--- config.mk ---
export PLATFORM = sky130hd
export DESIGN_NAME = rom_stream_reader
export DESIGN_NICKNAME = d
export VERILOG_FILES = /design/src/rtl/rom_stream_pkg.sv /design/src/rtl/rom_stream_reader.sv
export SDC_FILE = /design/constraint.sdc
export NUM_CORES = 1
export LEC_CHECK = 0
export ABC_AREA = 0
export BUFFER_PORTS_ARGS = -buffer_cell sky130_fd_sc_hd__clkbuf_2
export CORE_MARGIN = 2
export CORE_UTILIZATION = 49
export DETAILED_ROUTE_END_ITERATION = 16
export GPL_ROUTABILITY_DRIVEN = 0
export PLACE_DENSITY = 0.88
export SLEW_MARGIN = 10
export SYNTH_ARGS = -nofsm -noshare
export SYNTH_HDL_FRONTEND = slang
export SYNTH_SLANG_ARGS = --single-unit
--- constraint.sdc ---
create_clock -name clk -period 1.7 [get_ports clk]
set_clock_uncertainty 0.1 [all_clocks]
set_input_delay 0.085 -clock clk [delete_from_list [all_inputs] [get_ports clk]]
set_output_delay 0.085 -clock clk [all_outputs]
set_load 0.02 [all_outputs]
--- src/rtl/rom_stream_pkg.sv ---
// Shared types and defaults for the 23256-style ROM stream reader.
package rom_stream_pkg;

  localparam int ROM_ADDR_W = 15;
  localparam int ROM_DATA_W = 8;
  localparam int ROM_LEN_W  = 16;
  localparam int ROM_DEPTH  = 32768;

  typedef enum logic [1:0] {
    IDLE,
    FETCH,
    OUT,
    DONE
  } state_t;

endpackage

--- src/rtl/rom_stream_reader.sv ---
// Sole master of the ROM port: fetches a burst byte by byte and streams it out on valid/ready.
// One byte per READ_LATENCY+2 cycles; out_data is held while out_ready is low and no new ROM read starts.
module rom_stream_reader
  import rom_stream_pkg::*;
#(
  parameter int ADDR_W       = ROM_ADDR_W,
  parameter int DATA_W       = ROM_DATA_W,
  parameter int LEN_W        = ROM_LEN_W,
  parameter int READ_LATENCY = 1
) (
  input  logic              clk,
  input  logic              rst_n,
  input  logic              start,
  input  logic [ADDR_W-1:0] start_addr,
  input  logic [LEN_W-1:0]  length,
  input  logic              abort,
  output logic [ADDR_W-1:0] rom_addr,
  output logic              rom_oe,
  input  logic [DATA_W-1:0] rom_data,
  output logic [DATA_W-1:0] out_data,
  output logic              out_valid,
  input  logic              out_ready,
  output logic              busy,
  output logic              done
);

  localparam int WAIT_W = 3;

  state_t              r_state;
  state_t              w_next;
  logic [ADDR_W-1:0]   r_addr;
  logic                r_oe;
  logic [DATA_W-1:0]   r_data;
  logic                r_valid;
  logic                r_done;
  logic [LEN_W-1:0]    r_remaining;
  logic [WAIT_W-1:0]   r_wait;
  logic                w_fetch_last;
  logic                w_handshake;
  logic                w_last_byte;

  assign w_fetch_last = (r_wait == WAIT_W'(READ_LATENCY));
  assign w_handshake  = r_valid && out_ready;
  assign w_last_byte  = (r_remaining == LEN_W'(1));

  always_ff @(posedge clk) begin
    if (!rst_n) begin
      r_state <= IDLE;
    end else begin
      r_state <= w_next;
    end
  end

  always_comb begin
    w_next = r_state;
    case (r_state)
      IDLE: begin
        if (start) begin
          w_next = (length == '0) ? DONE : FETCH;
        end
      end
      FETCH: begin
        if (abort) begin
          w_next = IDLE;
        end else if (w_fetch_last) begin
          w_next = OUT;
        end
      end
      OUT: begin
        // abort beats a same-cycle handshake: that byte is treated as never sent
        if (abort) begin
          w_next = IDLE;
        end else if (w_handshake) begin
          w_next = w_last_byte ? DONE : FETCH;
        end
      end
      DONE: begin
        w_next = IDLE;
      end
      default: begin
        w_next = IDLE;
      end
    endcase
  end

  always_ff @(posedge clk) begin
    if (!rst_n) begin
      r_addr      <= '0;
      r_oe        <= 1'b0;
      r_data      <= '0;
      r_valid     <= 1'b0;
      r_done      <= 1'b0;
      r_remaining <= '0;
      r_wait      <= '0;
    end else begin
      // done trails the DONE state by one edge so it drops together with busy
      r_done <= (r_state == DONE);
      case (r_state)
        IDLE: begin
          if (start && (length != '0)) begin
            r_addr      <= start_addr;
            r_remaining <= length;
            r_wait      <= '0;
            r_oe        <= 1'b1;
          end
        end
        FETCH: begin
          if (abort) begin
            r_oe   <= 1'b0;
            r_wait <= '0;
          end else if (w_fetch_last) begin
            r_data  <= rom_data;
            r_valid <= 1'b1;
            r_oe    <= 1'b0;
            r_wait  <= '0;
          end else begin
            r_wait <= r_wait + WAIT_W'(1);
          end
        end
        OUT: begin
          if (abort) begin
            r_valid <= 1'b0;
          end else if (w_handshake) begin
            r_valid     <= 1'b0;
            r_remaining <= r_remaining - LEN_W'(1);
            if (!w_last_byte) begin
              r_addr <= r_addr + ADDR_W'(1);
              r_oe   <= 1'b1;
            end
          end
        end
        default: begin
        end
      endcase
    end
  end

  assign rom_addr  = r_addr;
  assign rom_oe    = r_oe;
  assign out_data  = r_data;
  assign out_valid = r_valid;
  assign busy      = (r_state != IDLE);
  assign done      = r_done;

endmodule

==> results of run 1 <==
==> through the flow <==
| stage | total power (uW) | worst slack [ps] |
|---|---|---|
| 6_report | 2872 | -156.8 |
| 5_1_grt | 2979 | -271.5 |
| 4_1_cts | 2758 | -89.10 |
| 3_5_place_dp | 2029 | -78.51 |
| 3_3_place_gp | 1996 | -2.577 |
| 2_1_floorplan | 1688 | -8.510 |
==> routing by layer <==
metal | up-vias | track usage, %
met2 | 237 | 49.51
met1 | 1647 | 33.02
met5 | - | 0
met4 | 0 | 12.00
li1 | 1617 | -
met3 | 56 | 6.813
==> timing repair <==
action                                  4_1_cts  5_1_grt
endpoints found under the hold margin        12        0
hold buffers                                 12        0
pin swaps                                     3       12
gates resized for setup                      10       31
gates cloned                                  0        0
setup buffers                                 1        4
endpoints found under the setup margin       38       41
==> synthesized netlist by cell type, types with 2 or more instances <==
| cell | count |
|---|---|
| a311oi_2 | 2 |
| o32ai_1 | 3 |
| buf_1 | 3 |
| a21oi_2 | 7 |
| o41ai_1 | 4 |
| inv_1 | 6 |
| o311a_1 | 3 |
| o31ai_1 | 11 |
| nor4_2 | 2 |
| nand3_1 | 15 |
| nand2b_1 | 5 |
| o21a_1 | 2 |
| o221a_1 | 2 |
| clkbuf_1 | 9 |
| and3_1 | 2 |
| nor4_4 | 7 |
| buf_6 | 3 |
| nor2_1 | 31 |
| a31oi_1 | 10 |
| a211oi_1 | 4 |
| o31a_1 | 2 |
| nand4_2 | 2 |
| nand2_1 | 62 |
| o21ai_0 | 11 |
| a22o_1 | 2 |
| buf_2 | 9 |
| nand4b_1 | 2 |
| a31o_1 | 4 |
| a22oi_1 | 3 |
| nor3_1 | 9 |
| o21ai_2 | 3 |
| ha_1 | 3 |
| or4_1 | 3 |
| nor2b_1 | 2 |
| a311oi_1 | 2 |
| dfxtp_1 | 47 |
| nand3b_1 | 2 |
| a21oi_1 | 29 |
| o21ai_1 | 7 |
| o311ai_0 | 3 |
==> layout make-up <==
type	count	share of cell area, %
clock buffer	5	1.651
clock inverter	3	0.5402
timing repair buffer	142	23.77
tap	75	2.251
inverter	6	0.5402
multi-input combinational	285	48.05
sequential	47	23.20
==> state kept, by name, indices dropped and copies added, names as in the netlist <==
register	count
r_state	2
out_valid	1
r_wait	3
rom_addr	15
done	1
out_data	8
rom_oe	1
r_remaining	16
==> cell families after synthesis <==
kind of cell | after synthesis
compound gates | 124
fa+ha+maj | 3
buf+inv | 31
flops | 47
simple gates | 157
mux | 1
==> where the power goes <==
| part | leakage [uW] | internal [uW] | switching (uW) |
|---|---|---|---|
| combinational | 0.00132 | 409 | 501 |
| clock | 0.0000485 | 295 | 419 |
| sequential | 0.000391 | 1170 | 79.4 |
==> worst paths after layout <==
kind,endpoint,depth (start not counted),from
worst max-delay path,r_remaining[14]$_SDFFE_PN0P_,6,r_remaining[5]$_SDFFE_PN0P_
worst min-delay path,r_state[1]$_SDFFE_PN0P_,4,out_ready
worst max register to register,r_remaining[14]$_SDFFE_PN0P_,6,r_remaining[5]$_SDFFE_PN0P_
worst min register to register,out_data[1]$_SDFFE_PN0P_,2,out_data[1]$_SDFFE_PN0P_
==> worst max-delay path, cell delays in order (launching register included) <==
cell	delay, ps
dfxtp_1	350
nor3_2	320
buf_4	230
nand4b_1	210
o31a_1	330
o21ai_2	140
a21oi_2	60
==> flow_summary.json, run 1 <==
{
  "synth_top_area_share_pct": 31.86,
  "clock_latency_ps": 320,
  "startpoint_type": "register",
  "synth_area_mm2": 0.002953,
  "rsz0062_at_grt": "true",
  "drc": 0,
  "instances_no_fill": 563,
  "synthCells": 363,
  "ir_drop_uv": 403.0,
  "diodes": 0,
  "synth.area.top_cells": "dfxtp_1 32%, nand2_1 7.9%, nor4_4 5.0%, a21oi_1 4.9%, nor2_1 3.9%",
  "wl_per_cell_um": 18.02,
  "fill_cells": 416,
  "ys.flop_type": "dfxtp_1",
  "cts_buffers": 5,
  "ys_warn_count": 0,
  "regArea_um2": 967.2,
  "hold_ws_ps": 25.56,
  "status": "finished, violations left",
  "crit_fanout": 5,
  "port_buffers": 70,
  "seq_area_frac_synth_pct": 31.86,
  "async_flop_share_pct": 0,
  "p_per_area_mw_per_mm2": 689.0,
  "nNetsFinal": 534,
  "timing.max_cap.violations": 0,
  "setup_violations": 21,
  "cts_tree": "built",
  "max-slew-margin-rel_pct": 66.07,
  "final_util_pct": 70.83,
  "synth-simple-area-share_pct": 30.68,
  "highest_layer": "met4",
  "drtAntennaViolNets": 0,
  "post-route-min-period_ps": 1857,
  "synthXorXnorAreaFrac_pct": 0,
  "start_util_pct": 50.17,
  "wirelength_um": 10150,
  "most-common-layout-cells": "70 x clkbuf_2, 58 x nand2_1, 53 x buf_4, 32 x dfxtp_1, 29 x nor2_1",
  "io_pins": 71,
  "violations": "negative setup slack",
  "die_area_mm2": 0.006663,
  "place_area_mm2": 0.003787,
  "grt_pass1_vias": 3238,
  "ys_types": 65,
  "yosysTopAreaCell": "dfxtp_1",
  "vias": 3557,
  "drtIter0Drc": 402,
  "core_mm2": 0.005886,
  "p_leak_uw": 0.001760,
  "final_area_mm2": 0.004169,
  "grt-ovfl-total": 0,
  "hold_path_class": "primary input to register",
  "multi_input_area_mm2": 0.002003,
  "synth_top_family_by_area": "compound AO/OA/AOI/OAI gates",
  "synthMuxAreaShare_pct": 0.3390,
  "hold_violations": 0,
  "wl_met3_um": 855,
  "die_w_um": 81.63,
  "cp-end-kind": "register",
  "h-tree-depth": 2,
  "clock_path_buffers": 2,
  "fmax_ghz": 0.5386,
  "min_period_over_period_pct": 109.2,
  "drive_gt1_share_pct": 43.85,
  "die_h_um": 81.63,
  "grt.total_usage_pct": 28.33,
  "fin_ws_ps": -156.8,
  "synth_compound_area_share_pct": 30.72,
  "cts-root-buf": "clkbuf_8",
  "first_pass_iters": 7,
  "r2r_setup_slack_ps": -160,
  "clock-sinks": 47,
  "met2_length_um": 4850,
  "met1_length_um": 4005,
  "finalSetupTns_ps": -1546,
  "worstMarginPinSlew_ps": 508.5,
  "synth_edf_count": 0,
  "final_common_cell": "clkbuf_2",
  "syn-num-nets": 410,
  "crit_required_ps": 1810,
  "grt_pass1_wl_um": 14770,
  "path_clk_slew_ps": 100,
  "avgSynthCellArea_um2": 8.135,
  "dp_hpwl_um": 6482,
  "vias_per_cell": 6.318,
  "num_rows": 28,
  "synthAdderAreaFrac_pct": 1.271,
  "cp.arrival_ps": 1970,
  "path_class": "register to register",
  "synthToLayoutAreaGrowth_pct": 41.19,
  "maxSlewViolCount": 0,
  "grt_max_degree": 22,
  "placed_cells": 538,
  "antenna_found_initial": 0,
  "ys_ff_latch": 47
}
Note: power is estimated with default switching activity, not from simulation.
==> run 2, diff against run 1 <==
--- a/config.mk
+++ b/config.mk
@@ -8,10 +8,10 @@
 export ABC_AREA = 0
 export BUFFER_PORTS_ARGS = -buffer_cell sky130_fd_sc_hd__clkbuf_2
 export CORE_MARGIN = 2
-export CORE_UTILIZATION = 49
+export CORE_UTILIZATION = 54
 export DETAILED_ROUTE_END_ITERATION = 16
 export GPL_ROUTABILITY_DRIVEN = 0
-export PLACE_DENSITY = 0.88
+export PLACE_DENSITY = 0.91
 export SLEW_MARGIN = 10
 export SYNTH_ARGS = -nofsm -noshare
 export SYNTH_HDL_FRONTEND = slang
==> constraint.sdc (replaced) <==
create_clock -name clk -period 1.8 [get_ports clk]
set_clock_uncertainty 0.1 [all_clocks]
set_input_delay 0.09 -clock clk [delete_from_list [all_inputs] [get_ports clk]]
set_output_delay 0.09 -clock clk [all_outputs]
set_load 0.05 [all_outputs]
==> run 2 against run 1 <==
Effect of this change: the flow still finishes with violations (negative setup slack); total power shrank 1.3%; sequential share of layout area grew 0.88 points; maximum frequency shrank 2.6%; combinational power shrank 7.4%; sequential cell count is the same; via count shrank 5.3%; first-iteration DRC count shrank 9.7%; clock power grew 12%; final area shrank 3.8%; critical path depth is the same; worst setup slack gained 51 ps; critical path type unchanged; critical endpoint unchanged; largest power group unchanged.
==> flow_summary.json, run 2 (same netlist as run 1, synthesis figures left out) <==
{
  "first_pass_iters": 5,
  "hold_violations": 0,
  "most-common-layout-cells": "70 x clkbuf_2, 61 x nand2_1, 34 x buf_4, 31 x nor2_1, 31 x dfxtp_1",
  "max-slew-margin-rel_pct": 62.94,
  "crit_required_ps": 1900,
  "core_mm2": 0.005205,
  "ir_drop_uv": 603.2,
  "crit_fanout": 4,
  "cp.arrival_ps": 2000,
  "drtIter0Drc": 363,
  "grt_pass1_wl_um": 14500,
  "maxSlewViolCount": 0,
  "worstMarginPinSlew_ps": 555.2,
  "final_common_cell": "clkbuf_2",
  "io_pins": 71,
  "drive_gt1_share_pct": 38.76,
  "grt.total_usage_pct": 29.06,
  "drc": 0,
  "min_period_over_period_pct": 105.9,
  "clock_latency_ps": 310,
  "dp_hpwl_um": 6021,
  "timing.max_cap.violations": 0,
  "antenna_found_initial": 0,
  "port_buffers": 70,
  "vias": 3369,
  "die_w_um": 77.95,
  "largest_reg_flops": 16,
  "place_ws_ps": 7.996,
  "wirelength_um": 9348,
  "fin_ws_ps": -106.1,
  "setup_violations": 14,
  "violations": "negative setup slack",
  "clock_path_buffers": 2,
  "path_class": "register to register",
  "post-route-min-period_ps": 1906,
  "p_per_area_mw_per_mm2": 706.6,
  "grt_max_degree": 30,
  "nNetsFinal": 513,
  "p_leak_uw": 0.001681,
  "final_util_pct": 77.07,
  "start_util_pct": 56.73,
  "cts-root-buf": "clkbuf_8",
  "die_area_mm2": 0.006075,
  "top_register": "r_remaining",
  "num_rows": 26,
  "cts_tree": "built",
  "die_h_um": 77.95,
  "startpoint_type": "register",
  "vias_per_cell": 6.274,
  "hold_path_class": "primary input to register",
  "cts_buffers": 5,
  "path_clk_slew_ps": 100,
  "h-tree-depth": 2,
  "rsz0062_at_grt": "true",
  "clock-sinks": 47,
  "cp-end-kind": "register",
  "status": "finished, violations left",
  "grt_pass1_vias": 3085,
  "fmax_ghz": 0.5246,
  "drtAntennaViolNets": 0,
  "diodes": 0,
  "synthToLayoutAreaGrowth_pct": 35.85,
  "wl_per_cell_um": 17.41,
  "grt-ovfl-total": 0
}
run 2: changes by cell type in the layout (fill, tap and decap cells not counted), sizes merged:
cell         delta
clkbuf          +1
dlygate4sd3     -2
buf            -20
bufinv          +1
inv             -1
run 2: layer usage:
| metal | global-route usage [%] | share of wire, % | vias up |
|---|---|---|---|
| met3 | 4.884 | 7.3 | 26 |
| met5 | 0 | 0 | - |
| li1 | - | - | 1572 |
| met4 | 6.842 | 1.8 | 0 |
| met1 | 37.72 | 41 | 1588 |
| met2 | 50.34 | 50 | 183 |
run 2: worst paths after layout:
path / startpoint / end / slack [ps] / cells past startpoint
setup / recovery: r_remaining[10]$_SDFFE_PN0P_ / r_remaining[14]$_SDFFE_PN0P_ / -110 / 6
hold / removal: start_addr[6] / rom_addr[6]$_SDFFE_PN0P_ / 9 / 3
setup reg to reg: r_remaining[10]$_SDFFE_PN0P_ / r_remaining[14]$_SDFFE_PN0P_ / -110 / 6
hold reg to reg: out_data[1]$_SDFFE_PN0P_ / out_data[1]$_SDFFE_PN0P_ / 360 / 2
run 2: cell type report:
class                      count  area [um^2]
multi-input combinational    285         1981
fill                         345         1194
sequential                    47        965.9
timing repair buffer         121        842.1
tap                           70        87.58
clock buffer                   5        68.82
clock inverter                 3        43.79
inverter                       6        22.52
run 2: critical path: stages, from the launching register on:
cell,delay (ps)
dfxtp_2,350
nor4_4,380
buf_4,190
nand4b_1,210
o31a_1,370
o21ai_2,130
a21oi_2,60
run 2: power by group:
part / switching (uW) / internal, uW
logic: 501 / 343
registers: 84.6 / 1110
clock network: 387 / 414
run 2: per-stage QoR:
| step | total power [uW] | TNS (ps) | cells | area (um^2) | hold WS, ps |
|---|---|---|---|---|---|
| 3_5_place_dp | 1938 | 0 | 516 | 3636 | 232.7 |
| 6_report | 2835 | -880.0 | 537 | 4011 | 8.765 |
| 3_3_place_gp | 1917 | 0 | 516 | 3636 | 227.4 |
| 4_1_cts | 2751 | 0 | 534 | 3856 | 4.319 |
| 2_1_floorplan | 1660 | -102.2 | 363 | 2977 | 137.7 |
| 5_1_grt | 2943 | -2567 | 537 | 4011 | 39.94 |
run 2: what timing repair did:
| action | 4_1_cts | 5_1_grt |
|---|---|---|
| endpoints found under the setup margin | 3 | 39 |
| setup buffers | 0 | 2 |
| hold buffers | 10 | 0 |
| resized for setup | 2 | 24 |
| pin swaps | 0 | 6 |
| gates cloned | 0 | 1 |
| hold endpoints to repair | 10 | 0 |
